[src/rtl/mc_arm_controller_if.sv]
// Control bus between the multicycle ARM controller and its datapath.
// The controller uses the master view; the datapath (or a bench) uses the slave view.
interface mc_arm_controller_if #(
  parameter int STATE_W = 4
);
  logic [1:0]         Op;
  logic [5:0]         Funct;
  logic [3:0]         Rd;
  logic [3:0]         Cond;
  logic [3:0]         ALUFlags;
  logic               PCWrite;
  logic               AdrSrc;
  logic               MemWrite;
  logic               IRWrite;
  logic               RegWrite;
  logic [1:0]         ResultSrc;
  logic               ALUSrcA;
  logic [1:0]         ALUSrcB;
  logic [1:0]         ALUControl;
  logic [1:0]         ImmSrc;
  logic [1:0]         RegSrc;
  logic [STATE_W-1:0] dbg_state;

  modport master (
    input  Op, Funct, Rd, Cond, ALUFlags,
    output PCWrite, AdrSrc, MemWrite, IRWrite, RegWrite, ResultSrc,
           ALUSrcA, ALUSrcB, ALUControl, ImmSrc, RegSrc, dbg_state
  );

  modport slave (
    output Op, Funct, Rd, Cond, ALUFlags,
    input  PCWrite, AdrSrc, MemWrite, IRWrite, RegWrite, ResultSrc,
           ALUSrcA, ALUSrcB, ALUControl, ImmSrc, RegSrc, dbg_state
  );
endinterface

[src/rtl/mc_arm_controller.sv]
// Multicycle ARM control unit: Moore main FSM, ALU decoder, condition unit and NZCV flags.
//   state   | meaning
//   FETCH   | read instruction at PC, PC += 4
//   DECODE  | read registers, compute PC+8
//   MEMADR  | compute load/store address
//   MEMRD   | read data memory
//   MEMWB   | write loaded data to register
//   MEMWR   | write data memory
//   EXECR   | ALU op, register operand
//   EXECI   | ALU op, immediate operand
//   ALUWB   | write ALU result to register
//   BRANCH  | write branch target to PC
//   UNKNOWN | unsupported opcode, skipped
module mc_arm_controller #(
  parameter int STATE_W = 4
) (
  input  logic                clk,
  input  logic                reset,
  mc_arm_controller_if.master bus
);

  typedef enum logic [3:0] {
    S_FETCH   = 4'd0,
    S_DECODE  = 4'd1,
    S_MEMADR  = 4'd2,
    S_MEMRD   = 4'd3,
    S_MEMWB   = 4'd4,
    S_MEMWR   = 4'd5,
    S_EXECR   = 4'd6,
    S_EXECI   = 4'd7,
    S_ALUWB   = 4'd8,
    S_BRANCH  = 4'd9,
    S_UNKNOWN = 4'd10
  } state_e;

  state_e      state_q, state_d;
  logic [3:0]  flags_q, flags_d;
  logic        next_pc, branch, reg_w, mem_w, ir_w, alu_op;
  logic        adr_src, alu_src_a;
  logic [1:0]  result_src, alu_src_b;
  logic [1:0]  alu_ctl, flag_w;
  logic        cond_ex, pcs;
  logic        n_f, z_f, c_f, v_f;

  always_ff @(posedge clk or posedge reset) begin
    if (reset) begin
      state_q <= S_FETCH;
      flags_q <= 4'b0000;
    end else begin
      state_q <= state_d;
      flags_q <= flags_d;
    end
  end

  always_comb begin
    state_d    = state_q;
    next_pc    = 1'b0;
    branch     = 1'b0;
    reg_w      = 1'b0;
    mem_w      = 1'b0;
    ir_w       = 1'b0;
    alu_op     = 1'b0;
    adr_src    = 1'b0;
    alu_src_a  = 1'b0;
    result_src = 2'b00;
    alu_src_b  = 2'b00;
    unique case (state_q)
      S_FETCH: begin
        ir_w       = 1'b1;
        next_pc    = 1'b1;
        alu_src_a  = 1'b1;
        alu_src_b  = 2'b10;
        result_src = 2'b10;
        state_d    = S_DECODE;
      end
      S_DECODE: begin
        alu_src_a  = 1'b1;
        alu_src_b  = 2'b10;
        result_src = 2'b10;
        unique case (bus.Op)
          2'b01:   state_d = S_MEMADR;
          2'b00:   state_d = bus.Funct[5] ? S_EXECI : S_EXECR;
          2'b10:   state_d = S_BRANCH;
          default: state_d = S_UNKNOWN;
        endcase
      end
      S_MEMADR: begin
        alu_src_b = 2'b01;
        state_d   = bus.Funct[0] ? S_MEMRD : S_MEMWR;
      end
      S_MEMRD: begin
        adr_src = 1'b1;
        state_d = S_MEMWB;
      end
      S_MEMWB: begin
        result_src = 2'b01;
        reg_w      = 1'b1;
        state_d    = S_FETCH;
      end
      S_MEMWR: begin
        adr_src = 1'b1;
        mem_w   = 1'b1;
        state_d = S_FETCH;
      end
      S_EXECR: begin
        alu_op  = 1'b1;
        state_d = S_ALUWB;
      end
      S_EXECI: begin
        alu_op    = 1'b1;
        alu_src_b = 2'b01;
        state_d   = S_ALUWB;
      end
      S_ALUWB: begin
        reg_w   = 1'b1;
        state_d = S_FETCH;
      end
      S_BRANCH: begin
        alu_src_b  = 2'b01;
        result_src = 2'b10;
        branch     = 1'b1;
        state_d    = S_FETCH;
      end
      default: state_d = S_FETCH;
    endcase
  end

  // Unrecognised Funct[4:1] falls back to ADD and never touches the flags.
  always_comb begin
    alu_ctl = 2'b00;
    flag_w  = 2'b00;
    if (alu_op) begin
      unique case (bus.Funct[4:1])
        4'b0100: begin alu_ctl = 2'b00; flag_w = {2{bus.Funct[0]}}; end
        4'b0010: begin alu_ctl = 2'b01; flag_w = {2{bus.Funct[0]}}; end
        4'b0000: begin alu_ctl = 2'b10; flag_w = {bus.Funct[0], 1'b0}; end
        4'b1100: begin alu_ctl = 2'b11; flag_w = {bus.Funct[0], 1'b0}; end
        default: begin alu_ctl = 2'b00; flag_w = 2'b00; end
      endcase
    end
  end

  assign {n_f, z_f, c_f, v_f} = flags_q;

  always_comb begin
    cond_ex = 1'b0;
    unique case (bus.Cond)
      4'b0000: cond_ex = z_f;
      4'b0001: cond_ex = ~z_f;
      4'b0010: cond_ex = c_f;
      4'b0011: cond_ex = ~c_f;
      4'b0100: cond_ex = n_f;
      4'b0101: cond_ex = ~n_f;
      4'b0110: cond_ex = v_f;
      4'b0111: cond_ex = ~v_f;
      4'b1000: cond_ex = c_f & ~z_f;
      4'b1001: cond_ex = ~(c_f & ~z_f);
      4'b1010: cond_ex = (n_f == v_f);
      4'b1011: cond_ex = (n_f != v_f);
      4'b1100: cond_ex = ~z_f & (n_f == v_f);
      4'b1101: cond_ex = z_f | (n_f != v_f);
      4'b1110: cond_ex = 1'b1;
      default: cond_ex = 1'b0;
    endcase
  end

  always_comb begin
    flags_d = flags_q;
    if (flag_w[1] && cond_ex) flags_d[3:2] = bus.ALUFlags[3:2];
    if (flag_w[0] && cond_ex) flags_d[1:0] = bus.ALUFlags[1:0];
  end

  assign pcs = branch | (reg_w & (bus.Rd == 4'hF));

  // Write enables are forced low while reset is held, even though FETCH is the reset state.
  assign bus.PCWrite    = ~reset & (next_pc | (pcs & cond_ex));
  assign bus.RegWrite   = ~reset & reg_w & cond_ex;
  assign bus.MemWrite   = ~reset & mem_w & cond_ex;
  assign bus.IRWrite    = ~reset & ir_w;
  assign bus.AdrSrc     = adr_src;
  assign bus.ResultSrc  = result_src;
  assign bus.ALUSrcA    = alu_src_a;
  assign bus.ALUSrcB    = alu_src_b;
  assign bus.ALUControl = alu_ctl;
  assign bus.ImmSrc     = bus.Op;
  assign bus.RegSrc     = {bus.Op == 2'b01, bus.Op == 2'b10};
  assign bus.dbg_state  = STATE_W'(state_q);

endmodule
[src/flat_wrapper.sv]
// flat-port wrapper written by rule: the top's interface ports become plain ports
module mc_arm_controller_flat 
#(
  parameter int STATE_W = 4
)
  (clk, reset, bus_Op, bus_Funct, bus_Rd, bus_Cond, bus_ALUFlags, bus_PCWrite, bus_AdrSrc, bus_MemWrite, bus_IRWrite, bus_RegWrite, bus_ResultSrc, bus_ALUSrcA, bus_ALUSrcB, bus_ALUControl, bus_ImmSrc, bus_RegSrc, bus_dbg_state);
  mc_arm_controller_if #(.STATE_W(STATE_W)) bus_i ();
  input  logic clk;
  input  logic reset;
  input wire logic [$bits(bus_i.Op)-1:0] bus_Op;
  input wire logic [$bits(bus_i.Funct)-1:0] bus_Funct;
  input wire logic [$bits(bus_i.Rd)-1:0] bus_Rd;
  input wire logic [$bits(bus_i.Cond)-1:0] bus_Cond;
  input wire logic [$bits(bus_i.ALUFlags)-1:0] bus_ALUFlags;
  output wire logic [$bits(bus_i.PCWrite)-1:0] bus_PCWrite;
  output wire logic [$bits(bus_i.AdrSrc)-1:0] bus_AdrSrc;
  output wire logic [$bits(bus_i.MemWrite)-1:0] bus_MemWrite;
  output wire logic [$bits(bus_i.IRWrite)-1:0] bus_IRWrite;
  output wire logic [$bits(bus_i.RegWrite)-1:0] bus_RegWrite;
  output wire logic [$bits(bus_i.ResultSrc)-1:0] bus_ResultSrc;
  output wire logic [$bits(bus_i.ALUSrcA)-1:0] bus_ALUSrcA;
  output wire logic [$bits(bus_i.ALUSrcB)-1:0] bus_ALUSrcB;
  output wire logic [$bits(bus_i.ALUControl)-1:0] bus_ALUControl;
  output wire logic [$bits(bus_i.ImmSrc)-1:0] bus_ImmSrc;
  output wire logic [$bits(bus_i.RegSrc)-1:0] bus_RegSrc;
  output wire logic [$bits(bus_i.dbg_state)-1:0] bus_dbg_state;
  assign bus_i.Op = bus_Op;
  assign bus_i.Funct = bus_Funct;
  assign bus_i.Rd = bus_Rd;
  assign bus_i.Cond = bus_Cond;
  assign bus_i.ALUFlags = bus_ALUFlags;
  assign bus_PCWrite = bus_i.PCWrite;
  assign bus_AdrSrc = bus_i.AdrSrc;
  assign bus_MemWrite = bus_i.MemWrite;
  assign bus_IRWrite = bus_i.IRWrite;
  assign bus_RegWrite = bus_i.RegWrite;
  assign bus_ResultSrc = bus_i.ResultSrc;
  assign bus_ALUSrcA = bus_i.ALUSrcA;
  assign bus_ALUSrcB = bus_i.ALUSrcB;
  assign bus_ALUControl = bus_i.ALUControl;
  assign bus_ImmSrc = bus_i.ImmSrc;
  assign bus_RegSrc = bus_i.RegSrc;
  assign bus_dbg_state = bus_i.dbg_state;
  mc_arm_controller #(.STATE_W(STATE_W)) u_core (.clk(clk), .reset(reset), .bus(bus_i));
endmodule
[config.mk]
export PLATFORM = sky130hd
export DESIGN_NAME = mc_arm_controller_flat
export DESIGN_NICKNAME = d
export VERILOG_FILES = /design/src/rtl/mc_arm_controller_if.sv /design/src/rtl/mc_arm_controller.sv /design/src/flat_wrapper.sv
export SDC_FILE = /design/constraint.sdc
export NUM_CORES = 1
export LEC_CHECK = 0
export BUFFER_PORTS_ARGS = -buffer_cell sky130_fd_sc_hd__buf_4
export CAP_MARGIN = 30
export CORE_MARGIN = 1
export CORE_UTILIZATION = 25
export CTS_BUF_LIST = sky130_fd_sc_hd__clkbuf_4 sky130_fd_sc_hd__clkbuf_8 sky130_fd_sc_hd__clkbuf_16
export DETAILED_ROUTE_END_ITERATION = 8
export SYNTH_ARGS = -nofsm -noshare
export SYNTH_HDL_FRONTEND = slang
export SYNTH_SLANG_ARGS = --single-unit
[constraint.sdc]
create_clock -name clk -period 2.8 [get_ports clk]
set_input_delay 0.28 -clock clk [delete_from_list [all_inputs] [get_ports clk]]
set_output_delay 0.28 -clock clk [all_outputs]
set_load 0.005 [all_outputs]
==> reports/results.ini, run 1 <==
[status]
outcome = finished clean

[timing]
setup_violations = 0
fin_hold_ws_ns = 0.2721
worst_slew_pin_slew_ns = 0.5180
period_share_pct = 84.56
relSlewSlack_pct = 65.46
period_minus_slack_ns = 2.368
fmax_mhz = 422.4
skew_ns = 0.003133
setup_tns_ns = 0
finalHoldViolations = 0
rsz0062_at_grt = false
drv_slew = 0

[layout]
area_delta_synth_final_pct = 41.36
drive_above_1_share_pct = 38.46
final_area_um2 = 1167
nets = 167
layout_common_cells = buf_4 (41), nor2_1 (14), dfrtp_1 (8), nand2_1 (7)
final_common_cell = buf_4
fin_cells = 187
antennaDiodeCount = 0

[placement]
placed_cell_area_um2 = 1135
place.gp.congestion = 0.7764
dp.cells = 183
place_hpwl_mm = 1.702
port_buffers = 41

[clocking]
post_cts_buffers = 0
clkTransAtPathRegs_ns = 0.05
clock_latency_ns = 0.24
cts.sinks = 8
post_cts_resized = 0
cts-root-buf = clkbuf_4
cts_hold_buf = 1
cts_made_buffers = 3
cts_htree_levels = 1
clock_path_buffers = 2
cts_tree = yes

[pwr]
pwr-share-comb_pct = 58.4
leakage_nw = 0.5318
p_sw_share_pct = 41.32
p_clk_share_pct = 10.4
pwr_density_cell_nw_per_um2 = 676.7
switching_power_mw = 0.3264
pwr-share-seq_pct = 31.2
peakVddDrop_mv = 0.3812
power.total_mw = 0.7900
power.internal_mw = 0.4636

[die]
die_h_um = 59.48
core-area_um2 = 3103
die_w_um = 59.48
die_area_um2 = 3537
start_util_pct = 26.61
io_pins = 42
row_count = 20

[logic_synthesis]
synth_seq_cells = 8
synth_top_family_by_area = simple AND/OR/NAND/NOR gates
synth_warnings = 0
async_reset_ff_share_pct = 100.0
yosys.cell_types.count = 40
syn_area_um2 = 825.8
syn_inst = 107
synth.top_cell.area_share_pct = 24.24
synthMuxAreaShare_pct = 6.667
synthAdderAreaFrac_pct = 0
synth-compound-area-share_pct = 14.39
ys_seq_area_share_pct = 24.24
ys.flop_type = dfrtp_1
synthesis.nets = 129
synth_area_leaders = dfrtp_1 (24%), nor2_1 (6.4%), mux2_2 (5.5%), xnor2_1 (5.3%), nor2b_1 (4.5%)
synth-simple-area-share_pct = 39.55
synth_enable_flop_cells = 0
synth_top_area_cell = dfrtp_1
synth_area_per_cell_um2 = 7.718
synth_xor_area_share_pct = 6.364

[worst_setup_path]
worst_setup_path_start_kind = register
cp_max_fo = 6
worstPathCellList = xor2_1 -> or4_1 -> and3_1 -> nand4_2 -> nand2_1 -> nor3_1 -> buf_4
cp_slowest_cell = or4_1
critPathCaptureType = primary output
cp_data_arrival_time_ns = 2.09
critPathMaxStageDelay_ns = 0.46
worst_ep_required_time_ns = 2.52
critical_path_class = register to primary output

[global_routing]
grt_pass1_vias = 763
antenna_found_initial = 0
grt_max_degree = 17
gr-usage-all-layers_pct = 12.79
overflow = 0
grt_pass1_wl_mm = 3.408

[route]
drtAntennaViolNets = 0
drc_errors = 0
wl_mm = 2.203
drt_first_pass_iters = 4
drt_iter0_drc = 13
viasPerCell = 4.722
vias = 883
routedWlPerCell_um = 11.78

[hold_path]
hold_class = input pin to register

[job]
cap_viol_max_count = 0

[layout make-up]
type                            instances  area [µm²]
Tap cell                               44       55.05
Timing Repair Buffer                   42       317.8
Fill cell                             348        1936
Sequential cell                         8       200.2
Inverter                                5       18.77
Clock buffer                            3       22.52
Multi-Input combinational cell         85       553.0
[logic make-up (layout without fill, tap and decap cells)]
kind of cell	Yosys count	in the layout
and+or+nand+nor	55	55
xor gates and xnor gates	6	6
muxes	5	5
buffers and inverters	14	50
AOI/OAI and AO/OA	19	19
DFF	8	8
[stage by stage]
stage	utilization, %	worst slack (ns)
6_report	37.62	0.4324
5_1_grt	37.62	0.3019
4_1_cts	37.62	0.4337
3_5_place_dp	36.57	0.7105
3_3_place_gp	36.57	0.7529
2_1_floorplan	-	0.9365
[sequential cells by signal, indices dropped and copies added, names as in the netlist]
signal                cells
u_core.bus.dbg_state      4
u_core.flags_q            4
[synth_stat cells, types with 2 or more instances]
cell type / number
nor2_1: 14
dfrtp_1: 8
nand2_1: 7
a21oi_1: 6
nor2b_1: 6
inv_1: 5
xnor2_1: 5
clkbuf_1: 4
mux2_2: 4
o21ai_0: 4
buf_4: 3
nand3_1: 3
nand3b_1: 3
nand4_1: 3
nor3_1: 3
and4b_2: 2
nand2b_1: 2
nor3b_1: 2
o22ai_1: 2
[power by group through the flow]
stage / Sequential (mW) / Combinational, mW / Clock (mW)
global placement: 0.243 / 0.458 / 0
detailed placement: 0.248 / 0.459 / 0
finish: 0.246 / 0.462 / 0.0823
global route: 0.256 / 0.504 / 0.0933
CTS: 0.245 / 0.464 / 0.0881
floorplan: 0.190 / 0.298 / 0
[worst paths after layout]
kind,startpoint,end,slack (ns),cells past startpoint
hold / removal,bus_ALUFlags[1],u_core.flags_q[1]$_DFFE_PP0P_,0.27,2
setup reg to reg,u_core.flags_q[3]$_DFFE_PP0P_,u_core.flags_q[0]$_DFFE_PP0P_,0.76,6
max in group asynchronous,reset,u_core.flags_q[3]$_DFFE_PP0P_,2.01,3
setup / recovery,u_core.flags_q[0]$_DFFE_PP0P_,bus_RegWrite,0.43,7
min in group asynchronous,reset,u_core.flags_q[2]$_DFFE_PP0P_,0.56,3
hold reg to reg,u_core.flags_q[1]$_DFFE_PP0P_,u_core.flags_q[1]$_DFFE_PP0P_,0.58,1
[metal layers]
layer / global-route usage [%] / share of wire, % / vias to the layer above
li1: - / - / 454
met1: 17.42 / 48 / 395
met2: 18.94 / 45 / 34
met3: 3.275 / 7.1 / 0
met4: 5.442 / 0 / 0
met5: 0 / 0 / -
[critical path, delay by kind of cell (launching register included)]
kind                   cells  cell delay (ns)
buffers and inverters      1             0.15
XOR/XNOR                   1             0.20
flip-flops                 1             0.42
AND/OR/NAND/NOR            5             1.07
Note: power is estimated with default switching activity, not from simulation.
==> run 2, diff against run 1 <==
==> constraint.sdc (replaced) <==
create_clock -name clk -period 2.35 [get_ports clk]
set_input_delay 0.235 -clock clk [delete_from_list [all_inputs] [get_ports clk]]
set_output_delay 0.235 -clock clk [all_outputs]
set_load 0.005 [all_outputs]
==> run 2 against run 1 <==
  * Via count rose by 2.9%
  * Final area up 1.4%
  * Largest power group unchanged
  * Critical path depth did not move
  * Clock skew decreased by 0.0029 ns
  * Critical path type unchanged
==> reports/results.ini, run 2 (same netlist as run 1, synthesis figures left out) <==
[worst_setup_path]
r2r_end = u_core.flags_q[3]$_DFFE_PP0P_
rr_worst_depth = 7
worst_ep_required_time_ns = 2.12
crit_start = u_core.flags_q[0]$_DFFE_PP0P_
critPathCapture = bus_PCWrite
critPathCaptureType = primary output
cp_data_arrival_time_ns = 1.99
cp_max_fo = 5
worstReg2RegStart = u_core.flags_q[0]$_DFFE_PP0P_
critical_path_class = register to primary output
worst_setup_path_start_kind = register
r2r_setup_slack_ns = 0.31

[route]
drt_first_pass_iters = 4
vias = 909
wl_mm = 2.200
drc_errors = 0
drtAntennaViolNets = 0
viasPerCell = 4.835
drt_iter0_drc = 31
routedWlPerCell_um = 11.70

[timing]
period_minus_slack_ns = 2.230
finalHoldViolations = 0
skew_ns = 0.0002532
setup_tns_ns = 0
setup_violations = 0
worst_slew_pin_slew_ns = 0.5091
drv_slew = 0
relSlewSlack_pct = 66.06
fmax_mhz = 448.5
rsz0062_at_grt = false
period_share_pct = 94.87
finalWorstSetupSlack_ns = 0.1205

[die]
io_pins = 42
die_w_um = 59.48
die_area_um2 = 3537
start_util_pct = 26.61
die_h_um = 59.48
core-area_um2 = 3103
row_count = 20

[placement]
port_buffers = 41
place.gp.congestion = 0.7583
place_hpwl_mm = 1.643
dp.cells = 183
dp_slack_ns = 0.2915

[layout]
area_delta_synth_final_pct = 43.33
layout_common_cells = buf_4 (42), nor2_1 (14), dfrtp_1 (7)
antennaDiodeCount = 0
post-route-util_pct = 38.15
nets = 168
final_common_cell = buf_4
drive_above_1_share_pct = 40.97
fin_cells = 188

[clocking]
cts.sinks = 8
clkTransAtPathRegs_ns = 0.05
cts_made_buffers = 3
clock_latency_ns = 0.25
cts_tree = yes
clock_path_buffers = 2
cts-root-buf = clkbuf_4
cts_htree_levels = 1

[pwr]
peakVddDrop_mv = 0.3663
pwr_density_cell_nw_per_um2 = 803.1
leakage_nw = 0.5369

[job]
cap_viol_max_count = 0

[global_routing]
grt_pass1_vias = 775
antenna_found_initial = 0
grt_pass1_wl_mm = 3.477
grt_max_degree = 17
overflow = 0
gr-usage-all-layers_pct = 12.89

[status]
outcome = finished clean

[hold_path]
hold_class = input pin to register

run 2: repair_timing:
action	in CTS	in global routing
hold buffers	1	0
buffers inserted	0	1
resized for setup	0	3
setup endpoints to repair	0	2
hold endpoints to repair	8	0
run 2: per-layer routing:
layer,vias to the layer above,wire length (µm),GRT usage (%),share of wire [%]
li1,458,-,-,-
met1,413,1040,17.47,47
met2,34,972,20.06,44
met3,4,169,3.712,7.7
met4,0,17,3.061,0.77
met5,-,0,0,0
run 2: metrics by stage:
stage / total power, mW / hold slack (ns) / instance area [µm²]
after floorplan: 0.5820 / 0.05066 / 825.8
after global placement: 0.8358 / 0.2105 / 1135
final: 0.9506 / 0.2259 / 1184
after detailed placement: 0.8397 / 0.2184 / 1135
after global routing: 1.032 / 0.2249 / 1184
after CTS: 0.9480 / 0.2226 / 1167
run 2: power by group:
group | internal (mW) | switching [mW] | total (mW)
clock network | 0.0581 | 0.0421 | 0.100
logic | 0.317 | 0.238 | 0.556
registers | 0.181 | 0.114 | 0.295
total | 0.556 | 0.394 | 0.951
run 2: area by class of cell:
type | instances | area, µm²
multi-input cells | 85 | 560.5
clock buffers | 3 | 22.52
inverters | 5 | 18.77
repair buffers | 43 | 325.3
well taps | 44 | 55.05
fillers | 361 | 1919
flip-flops and latches | 8 | 201.4
run 2: critical path: stages (launching register included):
cell	delay [ns]
dfrtp_2	0.43
buf_4	0.14
nor4bb_1	0.13
o311ai_0	0.29
and3_1	0.22
nand4_2	0.16
a31o_2	0.24
buf_4	0.13
run 2: how the worst min path moves through the flow:
stage | from | end | slack [ns] | cells after the start
3_5_place_dp | reset | u_core.bus.dbg_state[2]$_DFF_PP0_ | 0.22 | 2
5_1_grt | bus_ALUFlags[1] | u_core.flags_q[1]$_DFFE_PP0P_ | 0.22 | 2
4_1_cts | bus_ALUFlags[0] | u_core.flags_q[0]$_DFFE_PP0P_ | 0.22 | 2
2_1_floorplan | reset | u_core.bus.dbg_state[0]$_DFF_PP0_ | 0.05 | 1
3_3_place_gp | reset | u_core.bus.dbg_state[3]$_DFF_PP0_ | 0.21 | 2
6_report | bus_ALUFlags[0] | u_core.flags_q[0]$_DFFE_PP0P_ | 0.23 | 2
==> run 3, diff against run 2 <==
==> constraint.sdc (replaced) <==
create_clock -name clk -period 2.6 [get_ports clk]
set_input_delay 0.26 -clock clk [delete_from_list [all_inputs] [get_ports clk]]
set_output_delay 0.26 -clock clk [all_outputs]
set_load 0.005 [all_outputs]
==> run 3 against run 2 <==
  * Via count rose by 0.55%
  * Die area did not move
  * Final area fell by 1.4%
  * Critical path depth did not move
==> reports/results.ini, run 3 (same netlist as run 1, synthesis figures left out) <==
[hold_path]
min_from = bus_ALUFlags[1]
hold_depth = 2
hold_end = u_core.flags_q[1]$_DFFE_PP0P_
hold_class = input pin to register

[timing]
period_share_pct = 89.75
period_minus_slack_ns = 2.334
setup_violations = 0
skew_ns = 0.006317
relSlewSlack_pct = 67.22
fin_hold_ws_ns = 0.2456
worst_slew_pin_slew_ns = 0.4917
finalWorstSetupSlack_ns = 0.2665
setup_tns_ns = 0
fmax_mhz = 428.5
rsz0062_at_grt = false
finalHoldViolations = 0
drv_slew = 0

[route]
drc_errors = 0
drt_iter0_drc = 35
drt_first_pass_iters = 4
vias = 914
routedWlPerCell_um = 11.78
viasPerCell = 4.888
wl_mm = 2.202
drtAntennaViolNets = 0

[layout]
nets = 167
layout_common_cells = buf_4 (41), nor2_1 (14), dfrtp_1 (8), nand2_1 (7)
fin_cells = 187
final_area_um2 = 1167
final_common_cell = buf_4
area_delta_synth_final_pct = 41.36
antennaDiodeCount = 0
drive_above_1_share_pct = 38.46
post-route-util_pct = 37.62

[job]
cap_viol_max_count = 0

[worst_setup_path]
crit_start = u_core.flags_q[0]$_DFFE_PP0P_
r2r_setup_slack_ns = 0.52
critPathCaptureType = primary output
worst_ep_required_time_ns = 2.34
critPathMaxStageDelay_ns = 0.47
worstReg2RegStart = u_core.flags_q[0]$_DFFE_PP0P_
critical_path_class = register to primary output
r2r_end = u_core.flags_q[3]$_DFFE_PP0P_
worstPathCellList = xor2_1 -> or4_1 -> and3_1 -> nand4_2 -> nand2_1 -> nor3_1 -> buf_4
crit_family = simple AND/OR/NAND/NOR gates
worst_setup_path_start_kind = register
cp_slowest_cell = or4_1
cp_data_arrival_time_ns = 2.07
rr_worst_depth = 6
crit_buf_inv = 1
cp_max_fo = 6

[pwr]
power.total_mw = 0.8521
pwr_density_cell_nw_per_um2 = 729.9
peakVddDrop_mv = 0.3609
leakage_nw = 0.5318

[clocking]
post_cts_resized = 0
cts-root-buf = clkbuf_4
cts_hold_buf = 1
post_cts_buffers = 0
cts_made_buffers = 3
cts_tree = yes
cts_htree_levels = 1
clock_latency_ns = 0.25
clock_path_buffers = 2
cts.sinks = 8
clkTransAtPathRegs_ns = 0.05

[die]
die_area_um2 = 3537
start_util_pct = 26.61
row_count = 20
io_pins = 42
die_w_um = 59.48
die_h_um = 59.48
core-area_um2 = 3103

[placement]
placed_cell_area_um2 = 1135
place.gp.congestion = 0.7762
dp.cells = 183
port_buffers = 41
place_hpwl_mm = 1.692
dp_slack_ns = 0.5191

[global_routing]
grt_pass1_vias = 831
grt_pass1_wl_mm = 3.429
overflow = 0
antenna_found_initial = 0
grt_max_degree = 17
gr-usage-all-layers_pct = 12.97

[status]
outcome = finished clean

## run 3: cell count changes in the layout (fill, tap and decap cells not counted)
cell     change
dfrtp_2      -1
buf_4        -1
nor3_2       -1
nor3_1       +1
dfrtp_1      +1
nand2_1      +1
nand2_2      -1
## run 3: how the worst max path moves through the flow
stage | endpoint | cells after the start
finish | bus_RegWrite | 7
global route | bus_RegWrite | 7
CTS | bus_RegWrite | 7
detailed placement | u_core.flags_q[1]$_DFFE_PP0P_ | 7
global placement | bus_RegWrite | 7
floorplan | bus_RegWrite | 6
## run 3: cell type report
type                       instances  area (µm²)
multi-input combinational         85       553.0
clock buffer                       3       22.52
inverter                           5       18.77
tap                               44       55.05
timing repair buffer              42       317.8
fill                             346        1936
sequential                         8       200.2
## run 3: worst reg2reg max path, stage by stage (launching register included)
cell and delay [ns]:
dfrtp_1 0.42, and4bb_2 0.25, o311ai_0 0.39, and3_1 0.23, nand4_2 0.16, nand4_1 0.18, mux2_2 0.35
## run 3: report_power, final
| part | internal (mW) | total (mW) | leakage (nW) | switching [mW] |
|---|---|---|---|---|
| clock | 0.0526 | 0.0921 | 0.0138 | 0.0395 |
| sequential | 0.163 | 0.262 | 0.107 | 0.0994 |
| combinational | 0.284 | 0.498 | 0.411 | 0.214 |
## run 3: layer usage
metal  routed length (µm)  up-vias  global-route usage, %
met2                 1023       43                  20.87
met5                    0        -                      0
met4                   41        0                  7.143
met1                  955      410                  15.69
li1                     -      456                      -
met3                  181        5                  3.275
